**src/rtl/accumulatore_z_pkg.sv**
```systemverilog
// Shared types and constants for the accumulatore_z sample accumulator.
package accumulatore_z_pkg;
  localparam int Z_W       = 3;
  localparam int OUT_W     = 8;
  localparam int LOG2N_MAX = 5;

  typedef enum logic [2:0] {
    S0 = 3'd0,
    S1 = 3'd1,
    S2 = 3'd2,
    S3 = 3'd3,
    S4 = 3'd4
  } state_t;

  typedef enum logic [1:0] {
    ACC_HOLD = 2'd0,
    ACC_ADD  = 2'd1,
    ACC_CLR  = 2'd2
  } acc_cmd_t;

  typedef struct packed {
    acc_cmd_t acc;
    logic     rfd_set;
    logic     rfd_clr;
    logic     dav_assert;
    logic     dav_release;
    logic     out_ld;
  } cmd_t;
endpackage

```
**src/rtl/accumulatore_z_if.sv**
```systemverilog
// Sample-in / result-out handshake bundle; slave is the accumulator side.
interface accumulatore_z_if;
  import accumulatore_z_pkg::*;
  logic [Z_W-1:0]   z;
  logic             dav_in_;
  logic             rfd_in;
  logic [OUT_W-1:0] out;
  logic             dav_out_;
  logic             rfd_out;

  modport master (output z, dav_in_, rfd_out, input rfd_in, out, dav_out_);
  modport slave  (input z, dav_in_, rfd_out, output rfd_in, out, dav_out_);
endinterface

```
**src/rtl/accumulatore_z_pc.sv**
```systemverilog
// Control part: owns the state register and decodes the datapath commands.
module accumulatore_z_pc
  import accumulatore_z_pkg::*;
(
  input  logic clock,
  input  logic reset_,
  input  logic c0_i,
  input  logic dav_in_i,
  input  logic rfd_out_i,
  output cmd_t cmd_o
);
  state_t star_q;

  always_ff @(posedge clock or negedge reset_) begin
    if (!reset_) star_q <= S0;
    else begin
      case (star_q)
        S0: if (!dav_in_i) star_q <= S1;
        S1: if (dav_in_i) star_q <= c0_i ? S2 : S0;
        S2: star_q <= S3;
        S3: if (!rfd_out_i) star_q <= S4;
        S4: if (rfd_out_i) star_q <= S0;
        default: star_q <= S0;
      endcase
    end
  end

  // Illegal codes issue no commands, so recovery to S0 leaves registers untouched.
  always_comb begin
    cmd_o = '0;
    case (star_q)
      S0: if (!dav_in_i) begin
        cmd_o.acc     = ACC_ADD;
        cmd_o.rfd_clr = 1'b1;
      end
      S1: if (dav_in_i) cmd_o.rfd_set = 1'b1;
      S2: begin
        cmd_o.out_ld     = 1'b1;
        cmd_o.dav_assert = 1'b1;
      end
      S3: if (!rfd_out_i) cmd_o.dav_release = 1'b1;
      S4: if (rfd_out_i) cmd_o.acc = ACC_CLR;
      default: ;
    endcase
  end
endmodule

```
**src/rtl/accumulatore_z.sv**
```systemverilog
// Accumulates 2**LOG2N samples of z and hands the result downstream.
// Define ACCUMULATORE_Z_MEAN_EN to present the truncating mean instead of the sum.
module accumulatore_z
  import accumulatore_z_pkg::*;
#(
  parameter int LOG2N = 2
) (
  input logic              clock,
  input logic              reset_,
  accumulatore_z_if.slave  bus
);
  localparam int            CW = LOG2N + 1;
  localparam logic [CW-1:0] N  = CW'(2**LOG2N);

  logic [OUT_W-1:0] sum_q, sum_d, out_q, out_d, result;
  logic [CW-1:0]    count_q, count_d;
  logic             rfd_q, rfd_d, dav_q, dav_d;
  logic             c0;
  cmd_t             cmd;

  assign c0 = (count_q == N);

  accumulatore_z_pc u_pc (
    .clock     (clock),
    .reset_    (reset_),
    .c0_i      (c0),
    .dav_in_i  (bus.dav_in_),
    .rfd_out_i (bus.rfd_out),
    .cmd_o     (cmd)
  );

`ifdef ACCUMULATORE_Z_MEAN_EN
  assign result = sum_q >> LOG2N;
`else
  assign result = sum_q;
`endif

  always_comb begin
    sum_d   = sum_q;
    count_d = count_q;
    case (cmd.acc)
      ACC_ADD: begin
        sum_d   = sum_q + OUT_W'(bus.z);
        count_d = count_q + CW'(1);
      end
      ACC_CLR: begin
        sum_d   = '0;
        count_d = '0;
      end
      default: ;
    endcase
    out_d = cmd.out_ld ? result : out_q;
    rfd_d = cmd.rfd_clr ? 1'b0 : (cmd.rfd_set ? 1'b1 : rfd_q);
    dav_d = cmd.dav_assert ? 1'b0 : (cmd.dav_release ? 1'b1 : dav_q);
  end

  always_ff @(posedge clock or negedge reset_) begin
    if (!reset_) begin
      sum_q   <= '0;
      count_q <= '0;
      out_q   <= '0;
      rfd_q   <= 1'b1;
      dav_q   <= 1'b1;
    end else begin
      sum_q   <= sum_d;
      count_q <= count_d;
      out_q   <= out_d;
      rfd_q   <= rfd_d;
      dav_q   <= dav_d;
    end
  end

  assign bus.rfd_in   = rfd_q;
  assign bus.dav_out_ = dav_q;
  assign bus.out      = out_q;
endmodule

```
**src/flat_wrapper.sv**
```systemverilog
// flat-port wrapper written by rule: the top's interface ports become plain ports
module accumulatore_z_flat import accumulatore_z_pkg::*;
#(
  parameter int LOG2N = 2
)
  (clock, reset_, bus_z, bus_dav_in_, bus_rfd_out, bus_rfd_in, bus_out, bus_dav_out_);
  accumulatore_z_if bus_i ();
  input logic clock;
  input logic reset_;
  input wire logic [$bits(bus_i.z)-1:0] bus_z;
  input wire logic [$bits(bus_i.dav_in_)-1:0] bus_dav_in_;
  input wire logic [$bits(bus_i.rfd_out)-1:0] bus_rfd_out;
  output wire logic [$bits(bus_i.rfd_in)-1:0] bus_rfd_in;
  output wire logic [$bits(bus_i.out)-1:0] bus_out;
  output wire logic [$bits(bus_i.dav_out_)-1:0] bus_dav_out_;
  assign bus_i.z = bus_z;
  assign bus_i.dav_in_ = bus_dav_in_;
  assign bus_i.rfd_out = bus_rfd_out;
  assign bus_rfd_in = bus_i.rfd_in;
  assign bus_out = bus_i.out;
  assign bus_dav_out_ = bus_i.dav_out_;
  accumulatore_z #(.LOG2N(LOG2N)) u_core (.clock(clock), .reset_(reset_), .bus(bus_i));
endmodule
```
**config.mk**
```make
export PLATFORM = sky130hd
export DESIGN_NAME = accumulatore_z_flat
export DESIGN_NICKNAME = d
export VERILOG_FILES = /design/src/rtl/accumulatore_z_pkg.sv /design/src/rtl/accumulatore_z_if.sv /design/src/rtl/accumulatore_z_pc.sv /design/src/rtl/accumulatore_z.sv /design/src/flat_wrapper.sv
export SDC_FILE = /design/constraint.sdc
export NUM_CORES = 1
export LEC_CHECK = 0
export ABC_AREA = 1
export ABC_CLOCK_PERIOD_IN_PS = 2600
export BUFFER_PORTS_ARGS = -buffer_cell sky130_fd_sc_hd__buf_4
export CAP_MARGIN = 20
export CORE_UTILIZATION = 24
export DETAILED_ROUTE_END_ITERATION = 16
export PLACE_DENSITY_LB_ADDON = 0.08
export SYNTH_ARGS = -nofsm -noshare
export SYNTH_HDL_FRONTEND = slang
export SYNTH_SLANG_ARGS = --single-unit
```
**constraint.sdc**
```tcl
create_clock -name clock -period 2.6 [get_ports clock]
set_input_delay 0.13 -clock clock [delete_from_list [all_inputs] [get_ports clock]]
set_output_delay 0.13 -clock clock [all_outputs]
set_load 0.02 [all_outputs]
```
Yosys cells after proc, flatten, opt, wreduce, memory -nomap -nowiden
Cells that the tools add are included.

Add/subtract/negate cells: 2. Multiply operators: 0. Divide/modulo/power cells: 0. $lt $le $gt $ge: 0. Equality and inequality tests: 11. Shift-type cells: 0. Multiplexer cells: 22. Bitwise operators: 0. Reductions and logical operators: 5.

Operators by type and width (count): case mux 8 bit (2 select lines) (1); case mux 3 bit (5 select lines) (1); 2-to-1 mux 1 bit (12); 2-to-1 mux 3 bit (4); adder 8 x 3 -> 8 bit (1); inequality test 2 bit (second input constant) (4); equality test 3 x 2 -> 1 bit (second input constant) (2); equality test 3 bit (second input constant) (2); case mux 3 bit (2 select lines) (1); nonzero test 2 bit (3); 2-to-1 mux 2 bit (2); case mux 2 bit (2 select lines) (1); AND reduction 4 bit (1); adder 3 x 1 -> 3 bit (second input constant) (1); equality test 3 x 1 -> 1 bit (second input constant) (1); zero test 3 bit (1); equality test 2 x 1 -> 1 bit (second input constant) (1); equality test 2 bit (second input constant) (1).

Register bits after elaboration: 24. Latch bits: 0. Bits in writable memories: 0. Memory bits (read-only): 0. Word-level logic and storage cells: 46. Memories kept: 0.

Logic depth before layout (Yosys ltp)
Word-level depth: 4. Depth in mapped cells: 12. Depth with buffers taken out: 12.

By module
From an unflattened synthesis, not the netlist that was laid out.

Cells, all modules: 151. Area, all modules: 1263.7 um2.

By module, submodules not included: accumulatore_z (instances 1, cells an instance 112, area an instance 1013.5 um2); accumulatore_z_pc (instances 1, cells an instance 39, area an instance 250.2 um2).

Least setup slack after synthesis
No wires, ideal clock.

Path kind: reg2reg. Start point: register u_core.u_pc.star_q[0]. End point: register u_core.sum_q[7], in the netlist u_core.result[7]. Arrival: 1635 ps. Setup slack: 846 ps. Stages on the path, launching flop included: 12. Cells stage by stage: dfrtp_1 nor2_2 nand2_1 nor2_1 inv_1 ha_1 nor2_1 nand2_1 nor2_1 nand3_1 nand2_1 nor2_1.

Cells in the longest elaborated chain, start to end: 4.

RTL lines: start, declared (RTL line accumulatore_z_pc.sv:12) `state_t star_q;`; start signal, assigned (RTL line accumulatore_z_pc.sv:19) `S1: if (dav_in_i) star_q <= c0_i ? S2 : S0;`; equality test 3 bit / zero test 3 bit (equally long branches) (RTL line accumulatore_z_pc.sv:31) `case (star_q)`; case mux 2 bit (2 select lines) * (RTL line accumulatore_z_pc.sv:31); equality test 2 bit / equality test 2 x 1 -> 1 bit (equally long branches) (RTL line accumulatore_z.sv:41) `case (cmd.acc)`; case mux 8 bit (2 select lines) / nonzero test 2 bit (equally long branches); end signal, assigned (RTL line accumulatore_z.sv:65) `sum_q <= sum_d;`; end, declared (RTL line accumulatore_z.sv:15) `logic [OUT_W-1:0] sum_q, sum_d, out_q, out_d, result;`.

Every way passes the cells marked *; elsewhere a longest branch is shown, timed or not. A chain may end at the register's enable or synchronous reset.

Worst setup path after layout
Start point: register u_core.u_pc.star_q[0]. End point: register u_core.sum_q[6], in the netlist u_core.result[6].

Same word-level chain as after synthesis.

==> results.yml <==
yosys:
  synth_cell_types: 24
  ys_ff_latch: 24
  syn_nets: 151
  yosys_warnings: 0
  avgSynthCellArea_um2: 8.96
  synth_top_cell_by_area: "dfrtp_1"
  yosysSeqAreaShare: 0.491
  synth_top_area_frac: 0.449
  yosys-top-cells-area: "dfrtp_1 45%, nand2_1 9.2%, inv_1 6.4%, ha_1 6.1%, o21ai_2 5.7%"
  synthCells: 137
  syn_area_um2: 1230
clock_tree:
  cts_buffers: 3
  post_cts_buffers: 0
  ctsResizeCount: 0
  htreeDepth: 1
  clockBufferDepth: 2
  clk_latency_ps: 270
  cts_sinks: 24
  clock-root-buffer: "clkbuf_8"
  tritoncts: "done"
  path_clk_slew_ps: 90
grt:
  grt_max_degree: 25
  antenna_found_initial: 0
  grt_pass1_wl_um: 4340
  track_usage: 0.108
  grt_pass1_vias: 910
  grt-ovfl-total: 0
layout:
  area_growth_pct: 21.9
  final_area_um2: 1500
  drive_gt1_frac: 0.218
  layout_commonest_cell: "nand2_1"
  antenna_cells: 0
  layout.cells.non_filler: 223
  nNetsFinal: 171
  final_cell_mix: "30 x nand2_1, 22 x dfrtp_1, 21 x inv_1"
floorplanning:
  die_h_um: 73.5
  rows: 25
  core_um2: 4820
  start_util: 0.255
  fp.dieArea_um2: 5400
  die_x_um: 73.5
  boundaryPins: 17
worst_setup_path:
  worstPathArrival_ps: 2230
  path_buf_inv: 3
  cp.required_ps: 2770
  cp_slowest_stage_delay_ps: 460
  worstSetupEndpointType: "flip-flop"
  critPathKind: "flip-flop to flip-flop"
  start_kind: "flip-flop"
  crit_family: "simple AND/OR/NAND/NOR gates"
  path_max_fanout: 14
  slowest_stage: "dfrtp_1"
  cp_cell_sequence: "nor2_2, nand2_1, nor2_1, inv_1, ha_1, inv_1, nand4_1, nand2_1, o21ai_0, nand2_1, inv_1"
sta:
  hold_viol: 0
  skew_ps: 2.43
  max_slew_margin: 0.741
  period_share: 0.791
  setup_tns_ps: 0
  rsz0062_at_grt: "false"
  fmax_mhz: 487
  setup-violations-final: 0
  fin_crit_ps: 2060
  finalMaxSlewViolations: 0
  max_slew.worst_pin.slew_ps: 388
detailed_routing:
  drt_iter0_markers: 36
  ant_nets: 0
  via_per_inst: 4.08
  vias: 910
  drtPass1Iterations: 5
  wl_um: 2450
  wl_per_cell_um: 11.0
  drc: 0
placed_design:
  hpwl_um: 1860
  placedCellCount: 218
  port_buffers: 16
  dpl-instance-area_um2: 1420
  gp_congestion: 0.744
power:
  ir_drop_mv: 0.384
  powerDensity_nw_per_um2: 1220
  p_leak_nw: 0.766
job:
  drv_cap: 0
status:
  outcome: "finished clean"
hold_path:
  hold_class: "primary input to flip-flop"
report_power, final:
part	internal [mW]	leakage, nW	switching [mW]
logic	0.325	0.439	0.481
registers	0.559	0.292	0.133
clock network	0.206	0.0357	0.128
cell families after synthesis:
kind of cell	Yosys count	synth area share
compound gates	20	0.107
xor+xnor	1	0.00714
fa+ha+maj	7	0.0775
buf+inv	23	0.0775
flops	24	0.491
mux	1	0.0122
simple gates	61	0.227
repair_timing:
action                                 4_1_cts  5_1_grt
hold buffers                                 1        0
setup endpoints to repair                    0        0
endpoints found under the hold margin       22        0
sequential cells by signal, summed over array words and instances (netlist names):
signal	flops
u_core.bus.dav_out_	1
u_core.bus.out	8
u_core.bus.rfd_in	1
u_core.count_q	3
u_core.result	8
u_core.u_pc.star_q	3
final timing paths:
path                                                    from                                 to  slack, ps  cells after the start
max                        u_core.u_pc.star_q[0]$_DFFE_PN0P_       u_core.result[6]$_DFFE_PN0P_        540                     11
min                                              bus_dav_in_      u_core.bus.rfd_in$_DFFE_PN1P_        150                      3
max reg2reg                u_core.u_pc.star_q[0]$_DFFE_PN0P_       u_core.result[6]$_DFFE_PN0P_        540                     11
min reg2reg                     u_core.result[5]$_DFFE_PN0P_       u_core.result[5]$_DFFE_PN0P_        470                      1
max in group asynchronous                             reset_    u_core.bus.dav_out_$_DFFE_PN1P_       2010                      2
min in group asynchronous                             reset_  u_core.u_pc.star_q[0]$_DFFE_PN0P_        300                      2
synth_stat cells:
library cell / n
nand4_1: 4
buf_2: 1
ha_1: 6
nor3_4: 1
inv_1: 21
buf_6: 1
nand3_1: 10
o21ai_2: 8
nor3_1: 1
nand2_2: 1
mux2_4: 1
and3_1: 1
nand3b_1: 1
nor2_1: 10
o21ai_0: 6
dfrtp_1: 22
fa_1: 1
nor2_2: 1
dfstp_2: 2
xor2_1: 1
o22ai_1: 1
a21oi_1: 5
nor4_1: 1
nand2_1: 30
stage by stage:
step / setup slack, ps / power (mW) / hold slack, ps / utilization
after floorplan: 846 / 1.27 / -166 / -
after global placement: 599 / 1.52 / 61.0 / 0.294
after detailed placement: 554 / 1.52 / 60.6 / 0.294
after CTS: 530 / 1.86 / 149 / 0.311
after global routing: 306 / 2.00 / 163 / 0.311
final: 545 / 1.83 / 147 / 0.311
final cells by class:
| class | instances | area [um2] |
|---|---|---|
| fillers | 548 | 3320 |
| flip-flops and latches | 24 | 603 |
| multi-input cells | 90 | 529 |
| repair buffers | 17 | 130 |
| well taps | 67 | 83.8 |
| inverters | 21 | 78.8 |
| clock buffers | 3 | 41.3 |
| clock inverters | 1 | 30.0 |
layer usage:
layer  GRT usage  wire (um)  part of all wire  vias up
met5           0          0                 0        -
met4      0.0385         23            0.0094        0
met3      0.0219         81             0.033        2
met2       0.156        984              0.40       15
met1       0.157       1360              0.55      410
li1            -          -                 -      483
worst register-to-register path: cells and delay by family (launching register included):
family                     cells  cell delay [ps]
and+or+nand+nor                6              720
DFF                            1              460
adders and majority gates      1              320
AOI/OAI and AO/OA              1               80
buffers and inverters          3              380
(Power assumes the default switching activity.)
